**src/rtl/fetch_stage_ctrl.sv**
```systemverilog
// IF stage: PC register and IF/DE fetch buffer, driven by the hazard-detect stall triple and EX redirects.
// Also tracks halt, sticky stall-protocol errors and saturating stall/flush counts.
module fetch_stage_ctrl #(
  parameter int unsigned          PC_W      = 16,
  parameter int unsigned          INSTR_W   = 16,
  parameter logic [PC_W-1:0]      RESET_PC  = '0,
  parameter logic [INSTR_W-1:0]   NOP_INSTR = '0,
  parameter logic [3:0]           HALT_OP   = 4'hF,
  parameter int unsigned          CNT_W     = 16
) (
  input  logic               clk,
  input  logic               rst_n,
  input  logic               pcenable,
  input  logic               fetchbuffenable,
  input  logic               zerocontrol,
  input  logic               br_taken,
  input  logic [PC_W-1:0]    br_target,
  output logic [PC_W-1:0]    imem_addr,
  input  logic [INSTR_W-1:0] imem_rdata,
  output logic [INSTR_W-1:0] ifde_instr,
  output logic [PC_W-1:0]    ifde_pc,
  output logic               ifde_valid,
  output logic               halted,
  output logic               proto_err,
  output logic [CNT_W-1:0]   stall_cnt,
  output logic [CNT_W-1:0]   flush_cnt
);

  localparam logic [1:0] ST_RUN   = 2'd0;
  localparam logic [1:0] ST_STALL = 2'd1;
  localparam logic [1:0] ST_HALT  = 2'd2;

  localparam logic [CNT_W-1:0] CNT_MAX = {CNT_W{1'b1}};

  logic [1:0]         state_q, state_d;
  logic [PC_W-1:0]    pc_q, pc_d;
  logic [INSTR_W-1:0] instr_q, instr_d;
  logic [PC_W-1:0]    ifde_pc_q, ifde_pc_d;
  logic               valid_q, valid_d;
  logic               proto_err_q, proto_err_d;
  logic [CNT_W-1:0]   stall_cnt_q, stall_cnt_d;
  logic [CNT_W-1:0]   flush_cnt_q, flush_cnt_d;

  logic stall_c;
  logic proto_bad_c;
  logic halt_op_c;

  assign stall_c     = !pcenable || !fetchbuffenable;
  assign proto_bad_c = (pcenable != fetchbuffenable) || (zerocontrol != !pcenable);
  assign halt_op_c   = valid_q && (instr_q[INSTR_W-1 -: 4] == HALT_OP);

  // State and datapath registers
  always_ff @(posedge clk or negedge rst_n) begin
    if (!rst_n) begin
      state_q     <= ST_RUN;
      pc_q        <= RESET_PC;
      instr_q     <= NOP_INSTR;
      ifde_pc_q   <= '0;
      valid_q     <= 1'b0;
      proto_err_q <= 1'b0;
      stall_cnt_q <= '0;
      flush_cnt_q <= '0;
    end else begin
      state_q     <= state_d;
      pc_q        <= pc_d;
      instr_q     <= instr_d;
      ifde_pc_q   <= ifde_pc_d;
      valid_q     <= valid_d;
      proto_err_q <= proto_err_d;
      stall_cnt_q <= stall_cnt_d;
      flush_cnt_q <= flush_cnt_d;
    end
  end

  // Next state: redirect > halt detect > stall > advance; HALT freezes everything
  always_comb begin
    state_d     = state_q;
    pc_d        = pc_q;
    instr_d     = instr_q;
    ifde_pc_d   = ifde_pc_q;
    valid_d     = valid_q;
    proto_err_d = proto_err_q;
    stall_cnt_d = stall_cnt_q;
    flush_cnt_d = flush_cnt_q;

    if (state_q != ST_HALT) begin
      if (proto_bad_c) begin
        proto_err_d = 1'b1;
      end

      if (br_taken) begin
        pc_d    = {br_target[PC_W-1:1], 1'b0};
        instr_d = NOP_INSTR;
        valid_d = 1'b0;
        if (flush_cnt_q != CNT_MAX) begin
          flush_cnt_d = flush_cnt_q + CNT_W'(1);
        end
        state_d = ST_RUN;
      end else if (halt_op_c) begin
        state_d = ST_HALT;
      end else if (stall_c) begin
        if (stall_cnt_q != CNT_MAX) begin
          stall_cnt_d = stall_cnt_q + CNT_W'(1);
        end
        state_d = ST_STALL;
      end else begin
        pc_d      = pc_q + PC_W'(2);
        instr_d   = imem_rdata;
        ifde_pc_d = pc_q + PC_W'(2);
        valid_d   = 1'b1;
        state_d   = ST_RUN;
      end
    end
  end

  assign imem_addr  = pc_q;
  assign ifde_instr = instr_q;
  assign ifde_pc    = ifde_pc_q;
  assign ifde_valid = valid_q;
  assign halted     = (state_q == ST_HALT);
  assign proto_err  = proto_err_q;
  assign stall_cnt  = stall_cnt_q;
  assign flush_cnt  = flush_cnt_q;

endmodule

```
**config.mk**
```make
export PLATFORM = sky130hd
export DESIGN_NAME = fetch_stage_ctrl
export DESIGN_NICKNAME = d
export VERILOG_FILES = /design/src/rtl/fetch_stage_ctrl.sv
export SDC_FILE = /design/constraint.sdc
export NUM_CORES = 1
export LEC_CHECK = 0
export CORE_MARGIN = 2
export CORE_UTILIZATION = 30
export DETAILED_ROUTE_END_ITERATION = 8
export HOLD_SLACK_MARGIN = 0.1
export PLACE_DENSITY = 0.57
export SLEW_MARGIN = 20
export SYNTH_ARGS = -nofsm -noshare
export SYNTH_HDL_FRONTEND = slang
export SYNTH_SLANG_ARGS = --single-unit
```
**constraint.sdc**
```tcl
create_clock -name clk -period 1.95 [get_ports clk]
set_input_delay 0.585 -clock clk [delete_from_list [all_inputs] [get_ports clk]]
set_output_delay 0.585 -clock clk [all_outputs]
set_load 0.02 [all_outputs]
```
# Word-level counts from Yosys, hierarchy flattened

Cells that the tools add are included.

Input port bits: 38
Bits in registers: 84
Word-level logic and storage cells: 45
Output and inout port bits: 83

Add/sub/neg operators: 3
Multiplexer cells: 12
Bitwise logic cells: 3
Reduce and logical (&&, ||, !) cells: 10
Equality and inequality tests: 9

Operators with widths:

| cell                                                            | number |
|---|---|
| 16-bit 2-to-1 mux                                               | 6 |
| 16-bit by 1-bit adder with 16-bit output, second input constant | 2 |
| 16-bit inequality test, second input constant                   | 2 |
| 16-bit by 2-bit adder with 16-bit output, second input constant | 1 |
| 2-bit inequality test, second input constant                    | 3 |
| 3-bit AND reduction                                             | 2 |
| 5-bit AND reduction                                             | 1 |
| 4-bit == test, second input constant                            | 1 |
| 1-bit 2-to-1 mux                                                | 4 |
| 2-bit 2-to-1 mux                                                | 2 |
| 4-bit AND reduction                                             | 1 |
| 1-bit inverter                                                  | 3 |
| 2-bit == test, second input constant                            | 1 |
| 1-bit zero test                                                 | 2 |
| 1-bit logical OR                                                | 2 |
| 1-bit inequality test                                           | 2 |
| 2-bit AND reduction                                             | 1 |
| 1-bit logical AND                                               | 1 |

# Logic depth before layout (Yosys ltp)

Depth in word-level cells: 5
Mapped depth: 7
Mapped depth without buffers: 6

# Worst setup path before layout

No wires, ideal clock.

Path type: in2reg
Start: input pcenable
End: register stall_cnt_q[10] (netlist: stall_cnt[10])
Data required time: 1.870 ns
Stages: 7
Setup slack: -0.225 ns
Setup time: 0.080 ns
Buffers on the path: 1
Arrival time: 2.095 ns
Cells stage by stage: ha_1 -> or2_1 -> a211o_1 -> or3_1 -> buf_2 -> nor3_2 -> xor2_1

Longest elaborated chain between the ends: 3

RTL lines:

| element                       | line | RTL |
|---|---|---|
| start, declared               | 13   | `input logic pcenable,` |
| 1-bit zero test               | 48   | `assign stall_c = !pcenable \|\| !fetchbuffenable;` |
| 1-bit logical OR              | 48   |  |
| 5-bit AND reduction (no line) | n/a  |  |
| end signal, assigned          | 70   | `stall_cnt_q <= stall_cnt_d;` |
| end, declared                 | 41   | `logic [CNT_W-1:0] stall_cnt_q, stall_cnt_d;` |

Every way passes these cells.
A chain may end at the register's enable or synchronous reset.

# Worst setup path after layout

Ends and elaborated chain as after synthesis.

==> out/metrics.yaml <==
grt_pass1_vias: 3201
num_vias: 3250
drc_errors: 0
dp_worst_setup_slack_ns: -0.731
syn_to_final_growth_pct: 52.5
grt_pass1_wl_um: 16200
final-hold-violation-count: 0
cts_buffers: 9
dp.final_hpwl_um: 7260
dr.first_iter.drc_count: 157
grt.total_usage: 0.153
whs_ns: 0.185
cts.clk_slew.worst_paths_ns: 0.06
min_path_type: "in -> async"
clockBufferDepth: 2
final_common_cell: "dfrtp_1"
layout-drive-gt1-share: 0.142
synth_enable_flop_cells: 0
cp_data_required_time_ns: 2.21
die_h_um: 116
cp-start-kind: "input port"
crit_type: "in -> reg"
layout_common_cells: "81 x dfrtp_1, 61 x clkdlybuf4s50_1, 43 x dlygate4sd2_1, 34 x buf_4, 30 x nor2_1"
synth.area.top_cells: "dfrtp_1 54%, xnor2_1 5.3%, a22o_1 3.7%, nor2_1 3.3%, xor2_1 3.0%"
min_period_ns: 1.92
end_kind: "register"
initial_core_util: 0.303
overflow: 0
cts_tree: "yes"
fin_ws_ns: 0.0281
syn_avg_cell_area_um2: 10.4
critical_path.startpoint: "pcenable"
dieArea_mm2: 0.0135
worstPathCellList: "buf_2 > ha_4 > or2_1 > a211o_4 > or3_4 > nor3_2 > xor2_1"
drt_pre_antenna_iters: 4
slowest_stage: "or3_4"
cts-htree-levels: 3
final_util: 0.462
slowest_delay_ns: 0.45
routed_wl_um: 9970
boundaryPins: 121
finalSetupViolations: 0
io_buffers: 117
viasPerCell: 4.70
die_w_um: 116
vdd_ir_drop_max_mv: 0.628
ctsHoldBuffers: 0
row_count: 41
synth.top_cell.area_share: 0.543
grt_max_degree: 38
antenna_found_initial: 1
powerDensity_mw_per_mm2: 977
yosys_most_used_dff: "dfrtp_1"
crit_arrival_ns: 2.18
synthCells: 365
async_flop_share: 1.00
max_freq_mhz: 520
fin_nets: 557
cap_violations: 0
crit_family: "simple AND/OR/NAND/NOR gates"
yosys_warnings: 0
path_buf_inv: 1
ys_ff_latch: 82
wl_per_cell_um: 14.4
critical_path.max_fanout: 6
synth_cell_type_count: 44
cts-root-buf: "clkbuf_16"
skew_ns: 0.00577
period_share: 0.986
cts.sinks: 82
gp_congestion: 0.795
coreArea_mm2: 0.0125
grt_setup_unrepaired: "no"
leakage_uw: 0.00273
r2r-start: "ifde_valid"
ant_nets: 0
finalSetupTns_ns: 0
ys_seq_area_frac: 0.543
status: "finished clean"
synth_top_area_cell: "dfrtp_1"
worstSkewPairLatency_ns: 0.34
drv_slew: 0
syn-cell-area_mm2: 0.00378
n_antenna_cell: 0
Yosys cell counts, drive strengths merged (3+ instances only):
cell type,instances
nand4,13
nand3,20
nor4,6
clkbuf,9
nor3b,4
o22ai,3
nand2,28
nor2,33
dfrtp,82
nor3,10
nand2b,3
mux2,4
buf,6
o21ai,20
a22o,16
a21oi,16
xnor2,23
ha,4
o2bb2ai,3
and3,11
a22oi,4
inv,11
xor2,13
cells by family after synthesis:
logic type / share of synthesized area
mux: 0.0146
simple gates: 0.181
other cells: 0.000992
xor+xnor: 0.0834
buf+inv: 0.0288
flops: 0.543
compound gates: 0.135
fa+ha+maj: 0.0132
final timing paths:
check | to | slack [ns] | cells after the start
worst min register to register | ifde_pc[15] | 0.48 | 2
worst min-delay path | stall_cnt[12] | 0.19 | 1
max in group asynchronous | imem_addr[1] | 1.18 | 2
min in group clk | ifde_pc[15] | 0.48 | 2
worst max register to register | stall_cnt[10] | 0.11 | 5
worst max-delay path | stall_cnt[10] | 0.03 | 7
final cells by class:
class | count | area, um^2
fillers | 1175 | 6700
flip-flops and latches | 82 | 2050
multi-input cells | 258 | 1700
repair buffers | 153 | 1430
clock buffers | 13 | 280
well taps | 172 | 215
clock inverters | 3 | 45.0
inverters | 11 | 41.3
per-stage QoR:
step / power [uW] / cells / area [um^2]
final: 5630 / 692 / 5760
after global routing: 5940 / 692 / 5760
after CTS: 5710 / 692 / 5720
after detailed placement: 3980 / 676 / 5450
after global placement: 3950 / 676 / 5450
after floorplan: 3090 / 366 / 3810
power by group:
| group | switching [uW] | leakage, uW | internal (uW) | total (uW) |
|---|---|---|---|---|
| Combinational | 799 | 0.00154 | 711 | 1510 |
| Sequential | 319 | 0.00104 | 1980 | 2300 |
| Clock | 687 | 0.000154 | 1130 | 1820 |
| Total | 1810 | 0.00273 | 3830 | 5630 |
registers in the layout, indices dropped and copies added (netlist names):
signal	flops
flush_cnt	16
ifde_valid	1
ifde_instr	16
ifde_pc	15
proto_err	1
stall_cnt	16
state_q	2
imem_addr	15
per-layer routing:
metal | share of wire | vias up | track usage
met5 | 0.0013 | - | 0
met4 | 0.019 | 2 | 0.0548
met3 | 0.065 | 17 | 0.0477
met2 | 0.45 | 102 | 0.229
met1 | 0.47 | 1519 | 0.211
li1 | - | 1610 | -
what timing repair did:
| item | in CTS | in global routing |
|---|---|---|
| endpoints found under the hold margin | 0 | 0 |
| setup buffers | 0 | 0 |
| setup endpoints to repair | 94 | 19 |
| pin swaps | 3 | 1 |
| gates resized for setup | 55 | 16 |
worst register-to-register path, stage by stage (launching register included):
cell and delay (ns):
dfrtp_1 0.40, and4_1 0.25, a211o_4 0.37, or3_4 0.45
nor3_2 0.15, xor2_1 0.16
No activity file was read; power rests on OpenSTA's default activity.
